[config.mk]
export PLATFORM = sky130hd
export DESIGN_NAME = axum_wb_arbiter_flat
export DESIGN_NICKNAME = d
export VERILOG_FILES = /design/src/rtl/axum_wb_arbiter_if.sv /design/src/rtl/axum_wb_arbiter.sv /design/src/flat_wrapper.sv
export SDC_FILE = /design/constraint.sdc
export NUM_CORES = 1
export LEC_CHECK = 0
export CAP_MARGIN = 20
export CORE_ASPECT_RATIO = 1.75
export CORE_MARGIN = 8
export CORE_UTILIZATION = 45
export DETAILED_ROUTE_END_ITERATION = 6
export PLACE_DENSITY_LB_ADDON = 0.05
export SYNTH_ARGS = -nofsm -noshare
export SYNTH_HDL_FRONTEND = slang
export SYNTH_SLANG_ARGS = --single-unit
[constraint.sdc]
create_clock -name clk_i -period 3.4 [get_ports clk_i]
set_clock_uncertainty 0.05 [all_clocks]
set_input_delay 0.51 -clock clk_i [delete_from_list [all_inputs] [get_ports clk_i]]
set_output_delay 0.51 -clock clk_i [all_outputs]
set_load 0.05 [all_outputs]
[src/rtl/axum_wb_arbiter_if.sv]
`default_nettype none
// +----------------------------------------------------------------------------+
// | axum_wb_arbiter_if : EX/LSU result inputs and register-file write port       |
// | Rev 1.0                                                                      |
// +----------------------------------------------------------------------------+
interface axum_wb_arbiter_if #(
    parameter int DATA_WIDTH = 32,
    parameter int FIFO_DEPTH = 2
);
    localparam int c_CNT_W = $clog2(FIFO_DEPTH + 1);

    logic                  ex_valid_i;
    logic [4:0]            ex_waddr_i;
    logic [DATA_WIDTH-1:0] ex_wdata_i;
    logic                  lsu_valid_i;
    logic                  lsu_ready_o;
    logic [4:0]            lsu_waddr_i;
    logic [DATA_WIDTH-1:0] lsu_wdata_i;
    logic [4:0]            waddr_a_o;
    logic [DATA_WIDTH-1:0] wdata_a_o;
    logic                  we_a_o;
    logic [31:0]           pending_o;
    logic [c_CNT_W-1:0]    fifo_count_o;

    modport slave (
        input  ex_valid_i, ex_waddr_i, ex_wdata_i,
        input  lsu_valid_i, lsu_waddr_i, lsu_wdata_i,
        output lsu_ready_o, waddr_a_o, wdata_a_o, we_a_o, pending_o, fifo_count_o
    );

    modport master (
        output ex_valid_i, ex_waddr_i, ex_wdata_i,
        output lsu_valid_i, lsu_waddr_i, lsu_wdata_i,
        input  lsu_ready_o, waddr_a_o, wdata_a_o, we_a_o, pending_o, fifo_count_o
    );
endinterface
`default_nettype wire

[src/rtl/axum_wb_arbiter.sv]
`default_nettype none
// +----------------------------------------------------------------------------+
// | axum_wb_arbiter : merges EX and queued LSU results into one registered       |
// | register-file write per cycle; stale queued results are killed.               |
// | Rev 1.0                                                                      |
// +----------------------------------------------------------------------------+
module axum_wb_arbiter #(
    parameter int DATA_WIDTH = 32,
    parameter int FIFO_DEPTH = 2,
    parameter bit RV32E      = 1'b0
) (
    input  logic              clk_i,
    input  logic              rst_ni,
    axum_wb_arbiter_if.slave  bus
);
    localparam int                 c_PTR_W = (FIFO_DEPTH > 1) ? $clog2(FIFO_DEPTH) : 1;
    localparam int                 c_CNT_W = $clog2(FIFO_DEPTH + 1);
    localparam logic [c_PTR_W-1:0] c_LAST  = c_PTR_W'(FIFO_DEPTH - 1);
    localparam logic [c_CNT_W-1:0] c_FULL  = c_CNT_W'(FIFO_DEPTH);

    logic [4:0]            r_q_addr [FIFO_DEPTH];
    logic [DATA_WIDTH-1:0] r_q_data [FIFO_DEPTH];
    logic [FIFO_DEPTH-1:0] r_q_live;
    logic [c_PTR_W-1:0]    r_rd_ptr;
    logic [c_PTR_W-1:0]    r_wr_ptr;
    logic [c_CNT_W-1:0]    r_count;
    logic                  r_we;
    logic [4:0]            r_waddr;
    logic [DATA_WIDTH-1:0] r_wdata;

    logic [4:0]            w_ex_addr;
    logic [4:0]            w_lsu_addr;
    logic                  w_ex_wr;
    logic                  w_lsu_ready;
    logic                  w_lsu_wr;
    logic                  w_empty;
    logic                  w_sel_pop;
    logic                  w_sel_byp;
    logic                  w_push;
    logic                  w_push_live;
    logic                  w_head_live;
    logic [c_PTR_W-1:0]    w_rd_next;
    logic [c_PTR_W-1:0]    w_wr_next;
    logic [31:0]           w_pending;

    assign w_ex_addr   = RV32E ? {1'b0, bus.ex_waddr_i[3:0]}  : bus.ex_waddr_i;
    assign w_lsu_addr  = RV32E ? {1'b0, bus.lsu_waddr_i[3:0]} : bus.lsu_waddr_i;

    assign w_lsu_ready = (r_count < c_FULL);
    assign w_ex_wr     = bus.ex_valid_i && (w_ex_addr != 5'd0);
    assign w_lsu_wr    = bus.lsu_valid_i && w_lsu_ready && (w_lsu_addr != 5'd0);
    assign w_empty     = (r_count == '0);

    // EX always wins; the queue drains before any new LSU result may bypass it.
    assign w_sel_pop   = !w_ex_wr && !w_empty;
    assign w_sel_byp   = !w_ex_wr && w_empty && w_lsu_wr;
    assign w_push      = w_lsu_wr && !w_sel_byp;
    // A same-cycle EX write to the same register is younger, so the LSU result is born dead.
    assign w_push_live = !(w_ex_wr && (w_lsu_addr == w_ex_addr));
    assign w_head_live = r_q_live[r_rd_ptr];

    assign w_rd_next   = (r_rd_ptr == c_LAST) ? '0 : r_rd_ptr + 1'b1;
    assign w_wr_next   = (r_wr_ptr == c_LAST) ? '0 : r_wr_ptr + 1'b1;

    always_comb begin
        w_pending = '0;
        for (int i = 0; i < FIFO_DEPTH; i++) begin
            if (r_q_live[i]) begin
                w_pending[r_q_addr[i]] = 1'b1;
            end
        end
        if (r_we) begin
            w_pending[r_waddr] = 1'b1;
        end
        w_pending[0] = 1'b0;
    end

    always_ff @(posedge clk_i or negedge rst_ni) begin
        if (!rst_ni) begin
            r_q_live <= '0;
            r_rd_ptr <= '0;
            r_wr_ptr <= '0;
            r_count  <= '0;
            r_we     <= 1'b0;
            r_waddr  <= '0;
            r_wdata  <= '0;
        end else begin
            for (int i = 0; i < FIFO_DEPTH; i++) begin
                if (w_ex_wr && (r_q_addr[i] == w_ex_addr)) begin
                    r_q_live[i] <= 1'b0;
                end
            end
            if (w_sel_pop) begin
                r_q_live[r_rd_ptr] <= 1'b0;
                r_rd_ptr           <= w_rd_next;
            end
            if (w_push) begin
                r_q_live[r_wr_ptr] <= w_push_live;
                r_wr_ptr           <= w_wr_next;
            end
            r_count <= r_count + c_CNT_W'(w_push) - c_CNT_W'(w_sel_pop);

            r_we <= w_ex_wr || (w_sel_pop && w_head_live) || w_sel_byp;
            if (w_ex_wr) begin
                r_waddr <= w_ex_addr;
                r_wdata <= bus.ex_wdata_i;
            end else if (w_sel_pop && w_head_live) begin
                r_waddr <= r_q_addr[r_rd_ptr];
                r_wdata <= r_q_data[r_rd_ptr];
            end else if (w_sel_byp) begin
                r_waddr <= w_lsu_addr;
                r_wdata <= bus.lsu_wdata_i;
            end
        end
    end

    // Payload needs no reset; occupancy is tracked by the live bits and the count.
    always_ff @(posedge clk_i) begin
        if (w_push) begin
            r_q_addr[r_wr_ptr] <= w_lsu_addr;
            r_q_data[r_wr_ptr] <= bus.lsu_wdata_i;
        end
    end

    assign bus.lsu_ready_o  = w_lsu_ready;
    assign bus.we_a_o       = r_we;
    assign bus.waddr_a_o    = r_waddr;
    assign bus.wdata_a_o    = r_wdata;
    assign bus.pending_o    = w_pending;
    assign bus.fifo_count_o = r_count;
endmodule
`default_nettype wire

[src/flat_wrapper.sv]
// flat-port wrapper written by rule: the top's interface ports become plain ports
module axum_wb_arbiter_flat 
#(
    parameter int DATA_WIDTH = 32,
    parameter int FIFO_DEPTH = 2,
    parameter bit RV32E      = 1'b0
)
  (clk_i, rst_ni, bus_ex_valid_i, bus_ex_waddr_i, bus_ex_wdata_i, bus_lsu_valid_i, bus_lsu_waddr_i, bus_lsu_wdata_i, bus_lsu_ready_o, bus_waddr_a_o, bus_wdata_a_o, bus_we_a_o, bus_pending_o, bus_fifo_count_o);
  axum_wb_arbiter_if #(.DATA_WIDTH(DATA_WIDTH), .FIFO_DEPTH(FIFO_DEPTH)) bus_i ();
  input  logic clk_i;
  input  logic rst_ni;
  input wire logic [$bits(bus_i.ex_valid_i)-1:0] bus_ex_valid_i;
  input wire logic [$bits(bus_i.ex_waddr_i)-1:0] bus_ex_waddr_i;
  input wire logic [$bits(bus_i.ex_wdata_i)-1:0] bus_ex_wdata_i;
  input wire logic [$bits(bus_i.lsu_valid_i)-1:0] bus_lsu_valid_i;
  input wire logic [$bits(bus_i.lsu_waddr_i)-1:0] bus_lsu_waddr_i;
  input wire logic [$bits(bus_i.lsu_wdata_i)-1:0] bus_lsu_wdata_i;
  output wire logic [$bits(bus_i.lsu_ready_o)-1:0] bus_lsu_ready_o;
  output wire logic [$bits(bus_i.waddr_a_o)-1:0] bus_waddr_a_o;
  output wire logic [$bits(bus_i.wdata_a_o)-1:0] bus_wdata_a_o;
  output wire logic [$bits(bus_i.we_a_o)-1:0] bus_we_a_o;
  output wire logic [$bits(bus_i.pending_o)-1:0] bus_pending_o;
  output wire logic [$bits(bus_i.fifo_count_o)-1:0] bus_fifo_count_o;
  assign bus_i.ex_valid_i = bus_ex_valid_i;
  assign bus_i.ex_waddr_i = bus_ex_waddr_i;
  assign bus_i.ex_wdata_i = bus_ex_wdata_i;
  assign bus_i.lsu_valid_i = bus_lsu_valid_i;
  assign bus_i.lsu_waddr_i = bus_lsu_waddr_i;
  assign bus_i.lsu_wdata_i = bus_lsu_wdata_i;
  assign bus_lsu_ready_o = bus_i.lsu_ready_o;
  assign bus_waddr_a_o = bus_i.waddr_a_o;
  assign bus_wdata_a_o = bus_i.wdata_a_o;
  assign bus_we_a_o = bus_i.we_a_o;
  assign bus_pending_o = bus_i.pending_o;
  assign bus_fifo_count_o = bus_i.fifo_count_o;
  axum_wb_arbiter #(.DATA_WIDTH(DATA_WIDTH), .FIFO_DEPTH(FIFO_DEPTH), .RV32E(RV32E)) u_core (.clk_i(clk_i), .rst_ni(rst_ni), .bus(bus_i));
endmodule
======== Word level (Yosys, flattened, before mapping) ========
Memories as Yosys holds them, arrays and structs flattened.
Cells that the tools add are included.
storage, ports and cells
  register bits ........................... 44
  bits in latches ......................... 0
  bits in writable memories ............... 74
  ROM bits ................................ 0
  bits of input ports ..................... 78
  output and inout bits ................... 73
  logic and storage cells ................. 87
  memories ................................ 2
operators by class
  add/sub/neg operators ................... 4
  multiply operators ...................... 0
  div/mod/pow operators ................... 0
  magnitude comparators ................... 11
  equality and inequality tests ........... 3
  shifts and indexed selects .............. 0
  muxes and demuxes ....................... 30
  bitwise operators ....................... 4
  reductions and logical operators ........ 26
memory list
  memory           depth  width  rd ports  clocked after memory_dff  write ports  RTL line               RTL
  u_core.r_q_data  2      32     1         0                         1            axum_wb_arbiter.sv:22  logic [DATA_WIDTH-1:0] r_q_data [FIFO_DEPTH];
  u_core.r_q_addr  2      5      3         0                         1            axum_wb_arbiter.sv:21  logic [4:0] r_q_addr [FIFO_DEPTH];
operators by type and width
  cell                                                                count
  two-way mux 32 bit                                                  6
  bitwise OR 32 bit                                                   2
  < comparator 5 x 6 -> 1 bit (second input constant)                 3
  logical AND 1 bit                                                   16
  demux 1 bit (select 5 bit)                                          3
  == test 5 bit                                                       3
  greater-or-equal comparator 5 x 1 -> 1 bit (second input constant)  3
  two-way mux 5 bit                                                   3
  two-way mux 1 bit                                                   13
  nonzero test 5 bit                                                  2
  logical NOT 1 bit                                                   4
  < comparator 1 x 2 -> 1 bit (second input constant)                 2
  two-way mux 2 bit                                                   2
  nonzero test 3 bit                                                  1
  adder 1 bit (second input constant)                                 2
  adder 2 x 1 -> 2 bit                                                1
  AND 2 bit                                                           1
  bitwise mux 2 bit                                                   1
  demux 1 bit (select 1 bit)                                          2
  greater-or-equal comparator 1 bit (second input constant)           2
  logical NOT 2 bit                                                   1
  logical OR 1 bit                                                    2
  < comparator 2 bit (second input constant)                          1
  NOT 2 bit                                                           1
  subtractor 2 x 1 -> 2 bit                                           1

======== Logic depth before layout (Yosys ltp) ========
An unclocked memory read counts as a cell.
  depth in word-level cells ............... 10
  gate-level depth with buffers ........... 9
  depth with buffers taken out ............ 8

======== Least setup slack after synthesis ========
No wires, ideal clock.
  path type ............................... input to register
  start point ............................. input bus_ex_waddr_i[1]
  end point ............................... memory u_core.r_q_addr[0][0], enable pin
  setup time .............................. 0.439 ns
  data arrival time ....................... 2.999 ns
  data required time ...................... 2.911 ns
  slack ................................... -0.088 ns
  stages .................................. 4
  buffers on the path ..................... 1
  path through ............................ clkbuf_1 -> o21ai_4 -> a21oi_1 -> nor2b_1
between the ends
  longest elaborated chain between the ends .. 9
ends and longest elaborated chain
  what                                     RTL line                RTL
  start, declared                          flat_wrapper.sv:13      input wire logic [$bits(bus_i.ex_waddr_i)-1:0] bus_ex_waddr_i;
  nonzero test 5 bit                       axum_wb_arbiter.sv:50   assign w_ex_wr = bus.ex_valid_i && (w_ex_addr != 5'd0);
  logical AND 1 bit                        axum_wb_arbiter.sv:50
  logical NOT 1 bit                        axum_wb_arbiter.sv:56   assign w_sel_byp = !w_ex_wr && w_empty && w_lsu_wr;
  logical AND 1 bit (2 in series)          axum_wb_arbiter.sv:56
  logical NOT 1 bit                        axum_wb_arbiter.sv:57   assign w_push = w_lsu_wr && !w_sel_byp;
  logical AND 1 bit                        axum_wb_arbiter.sv:57
  net u_core.w_push                        axum_wb_arbiter.sv:39   logic w_push;
  two-way mux 1 bit                        axum_wb_arbiter.sv:119  if (w_push) begin
  two-way mux 1 bit (not written as such)  axum_wb_arbiter.sv:120  r_q_addr[r_wr_ptr] <= w_lsu_addr;
  end, declared                            axum_wb_arbiter.sv:21
The timed path passes the listed nets, and every way through them passes these cells.

==> flow_summary.toml <==
[synth]
synth_fa_ha_area_share_pct = 0.4265
syn_inst = 532
async_flop_share_pct = 37.29
synth_top_family_by_area = "compound AO/OA/AOI/OAI gates"
synth_cell_types = 39
ys_seq_elements = 118
ys_seq_area_share_pct = 56.64
synthesis.area_sq_um = 5867
netlist_top_cells_count = "nand2_1, edfxtp_1, a22oi_1, o21ai_0, dfrtp_1"
synth-xor-area-share_pct = 2.836
ys_warn_count = 0
synth.most_common_cell = "nand2_1"
synth_simple_gate_area_share_pct = 12.41
synth_top_area_share_pct = 37.88
synth_mux_area_share_pct = 7.848
synth_compound_area_share_pct = 15.99
synthTopCellsByArea = "edfxtp_1, dfrtp_1, a22oi_1, nand2_1, mux2i_1"
syn_nets = 612
synth_edf_count = 74
synth.avg_cell_area_sq_um = 11.03
synth_top_flop_cell = "edfxtp_1"
synth_area_leader_cell = "edfxtp_1"

[clocking]
postCtsSetupBuffers = 0
cts.sinks = 118
clockBufferDepth = 2
cts-root-buf = "clkbuf_16"
cts_resized = 0
numCtsBuffers = 17
htree_levels = 4
cts_tree = "done"
holdBufCountCts = 0
path_clk_slew_ns = 0.05
clk_latency_ns = 0.40

[routing]
wire_per_inst_um = 18.97
ant_nets = 0
via_count = 4731
remaining_drc_errors = 0
finalWirelength_um = 16410
drt-pass1-iter-count = 5
drt-initial-drc-count = 228
routed_via_density = 5.469

[min_path]
hp-class = "flip-flop to flip-flop"
holdCritStartpoint = "u_core.bus.wdata_a_o[1]"
holdPathEnd = "u_core.bus.wdata_a_o[1]"
holdPathStages = 2

[timing]
finalCritPeriodShare_pct = 93.01
final_max_slew_viol_count = 0
slew-limit-headroom_pct = 33.96
finalCriticalPeriod_ns = 3.162
fin_setup_tns_ns = 0
setup_viol = 0
hold_viol = 0
worst_slack_ns = 0.2377
worstMarginPinSlew_ns = 0.9905
fmaxAchievable_mhz = 316.2
rsz0062_at_grt = "false"

[grt]
grt_pass1_wl_um = 25810
track_usage_pct = 19.68
antenna_found_initial = 0
grt-ovfl-total = 0
grt_pass1_vias = 4990
grt_max_degree = 53

[placed_design]
place_hpwl_um = 11800
port_buffers = 149
gp_congestion = 0.8716
dp.cells = 831
placed_area_sq_um = 7559
place_ws_ns = 0.1044

[setup_path]
worst_r2r_path_depth = 7
cpPeakStageDelay_ns = 0.81
cp_common_cell = "nand2_1"
crit_required_ns = 2.84
rr_endpoint = "u_core.bus.wdata_a_o[8]"
worstPathArrival_ns = 2.60
crit_buf_inv = 1
startpoint_type = "flip-flop"
endpoint_kind = "output pin"
critPathMaxFanout = 8
path_delay_family = "buffers and inverters"
rr_startpoint = "u_core.r_rd_ptr"
critPathKind = "flip-flop to output pin"
slowest_stage = "clkdlybuf4s50_1"
r2r_setup_slack_ns = 0.96
cp_cell_sequence = "nand2_1, nor2_1, a22oi_1, nand2_1, clkdlybuf4s50_1"

[final_layout]
fillCellCount = 1105
multi_input_area_sq_um = 2340
design_area_sq_um = 8135
areaGrowthSynthToFinish_pct = 38.66
seqCellArea_sq_um = 3324
n_antenna_cell = 0
fin_nets = 761
fin_cells = 865
drive_gt1_share_pct = 10.09

[floorplanning]
die_y_um = 167.1
start_util_pct = 45.59
die_area_sq_um = 17090
row_count = 55
die_w_um = 102.3
ios = 151
design.core.area_sq_um = 12870

[outcome]
status = "complete, no violations"

[pwr]
p_leak_nw = 3.175
ir_drop_mv = 0.6047
powerDensity_nw_per_um2 = 922.4

[job]
cap_violations = 0
## worst max-delay path by stage
stage,endpoint,startpoint,depth (start not counted),slack (ns)
after floorplan,u_core.r_q_addr[0][0],bus_ex_waddr_i[1],4,0.63
after global placement,u_core.bus.wdata_a_o[25],bus_lsu_waddr_i[0],6,0.14
after detailed placement,u_core.bus.wdata_a_o[11],bus_lsu_waddr_i[0],6,0.10
after CTS,bus_pending_o[5],u_core.r_q_addr[0][0],5,0.26
after global routing,bus_pending_o[1],u_core.r_q_addr[0][0],5,0.05
final,bus_pending_o[25],u_core.r_q_addr[0][0],5,0.24
## worst reg2reg max path, stage by stage, from the launching register on
cell and delay, ns:
dfrtp_2 0.67, mux2i_1 0.20, nor2_4 0.45, buf_12 0.31
nor3_4 0.08, buf_4 0.25, a22oi_1 0.20, o21ai_0 0.11
## cells in the final DEF, fill, tap and decap left out, types with 6 or more instances in the layout
cell,instances
clkbuf_16,17
o21ai_1,8
nor2_1,10
mux2_2,8
and3_1,6
dfrtp_1,43
nor3b_1,12
a22oi_1,66
o21ai_0,62
edfxtp_1,74
mux2i_1,37
inv_1,7
and3b_1,9
buf_4,17
clkdlybuf4s50_1,148
nand2_1,101
xor2_1,14
## stage by stage
stage               hold WS [ns]  util (%)  total power, mW
finish                    0.4495     63.22            7.504
global route              0.4841     63.22            7.895
CTS                       0.2886     62.98            7.589
detailed placement        0.4405     58.74            5.936
global placement          0.4427     58.58            5.877
floorplan                 0.1644         -            4.689
## registers in the layout, indices dropped and copies added (netlist names)
name and flops:
u_core.bus.fifo_count_o 2, u_core.r_rd_ptr 1, u_core.bus.waddr_a_o 5, u_core.bus.wdata_a_o 32
u_core.r_wr_ptr 1, u_core.r_q_addr 10, u_core.bus.we_a_o 1, u_core.r_q_live 2
u_core.r_q_data 64
## final cells by class
type	instances	share of cell area [%]
Tap cell	171	2.630
Sequential cell	118	40.86
Inverter	7	0.3230
Timing Repair Buffer	170	20.70
Clock inverter	15	1.492
Multi-Input combinational cell	367	28.76
Clock buffer	17	5.229
## power by group
part	internal, mW	switching [mW]	total (mW)
Clock	0.945	0.678	1.62
Sequential	1.98	0.346	2.33
Combinational	1.23	2.32	3.55
## per-layer routing
metal | vias up | track usage [%] | wire length [um]
met3 | 24 | 4.593 | 924
met1 | 2274 | 20.33 | 6117
li1 | 2267 | - | -
met5 | - | 0 | 0
met4 | 0 | 9.062 | 344
met2 | 166 | 35.67 | 9018
## kinds of logic (layout without fill, tap and decap cells)
| logic type | after synthesis | after routing |
|---|---|---|
| other | 1 | 1 |
| and+or+nand+nor | 154 | 154 |
| buffers and inverters | 47 | 209 |
| adders and majority gates | 2 | 2 |
| muxes | 45 | 45 |
| AOI/OAI and AO/OA | 146 | 146 |
| xor gates and xnor gates | 19 | 19 |
| DFF | 118 | 118 |
Note: power is estimated with default switching activity, not from simulation.
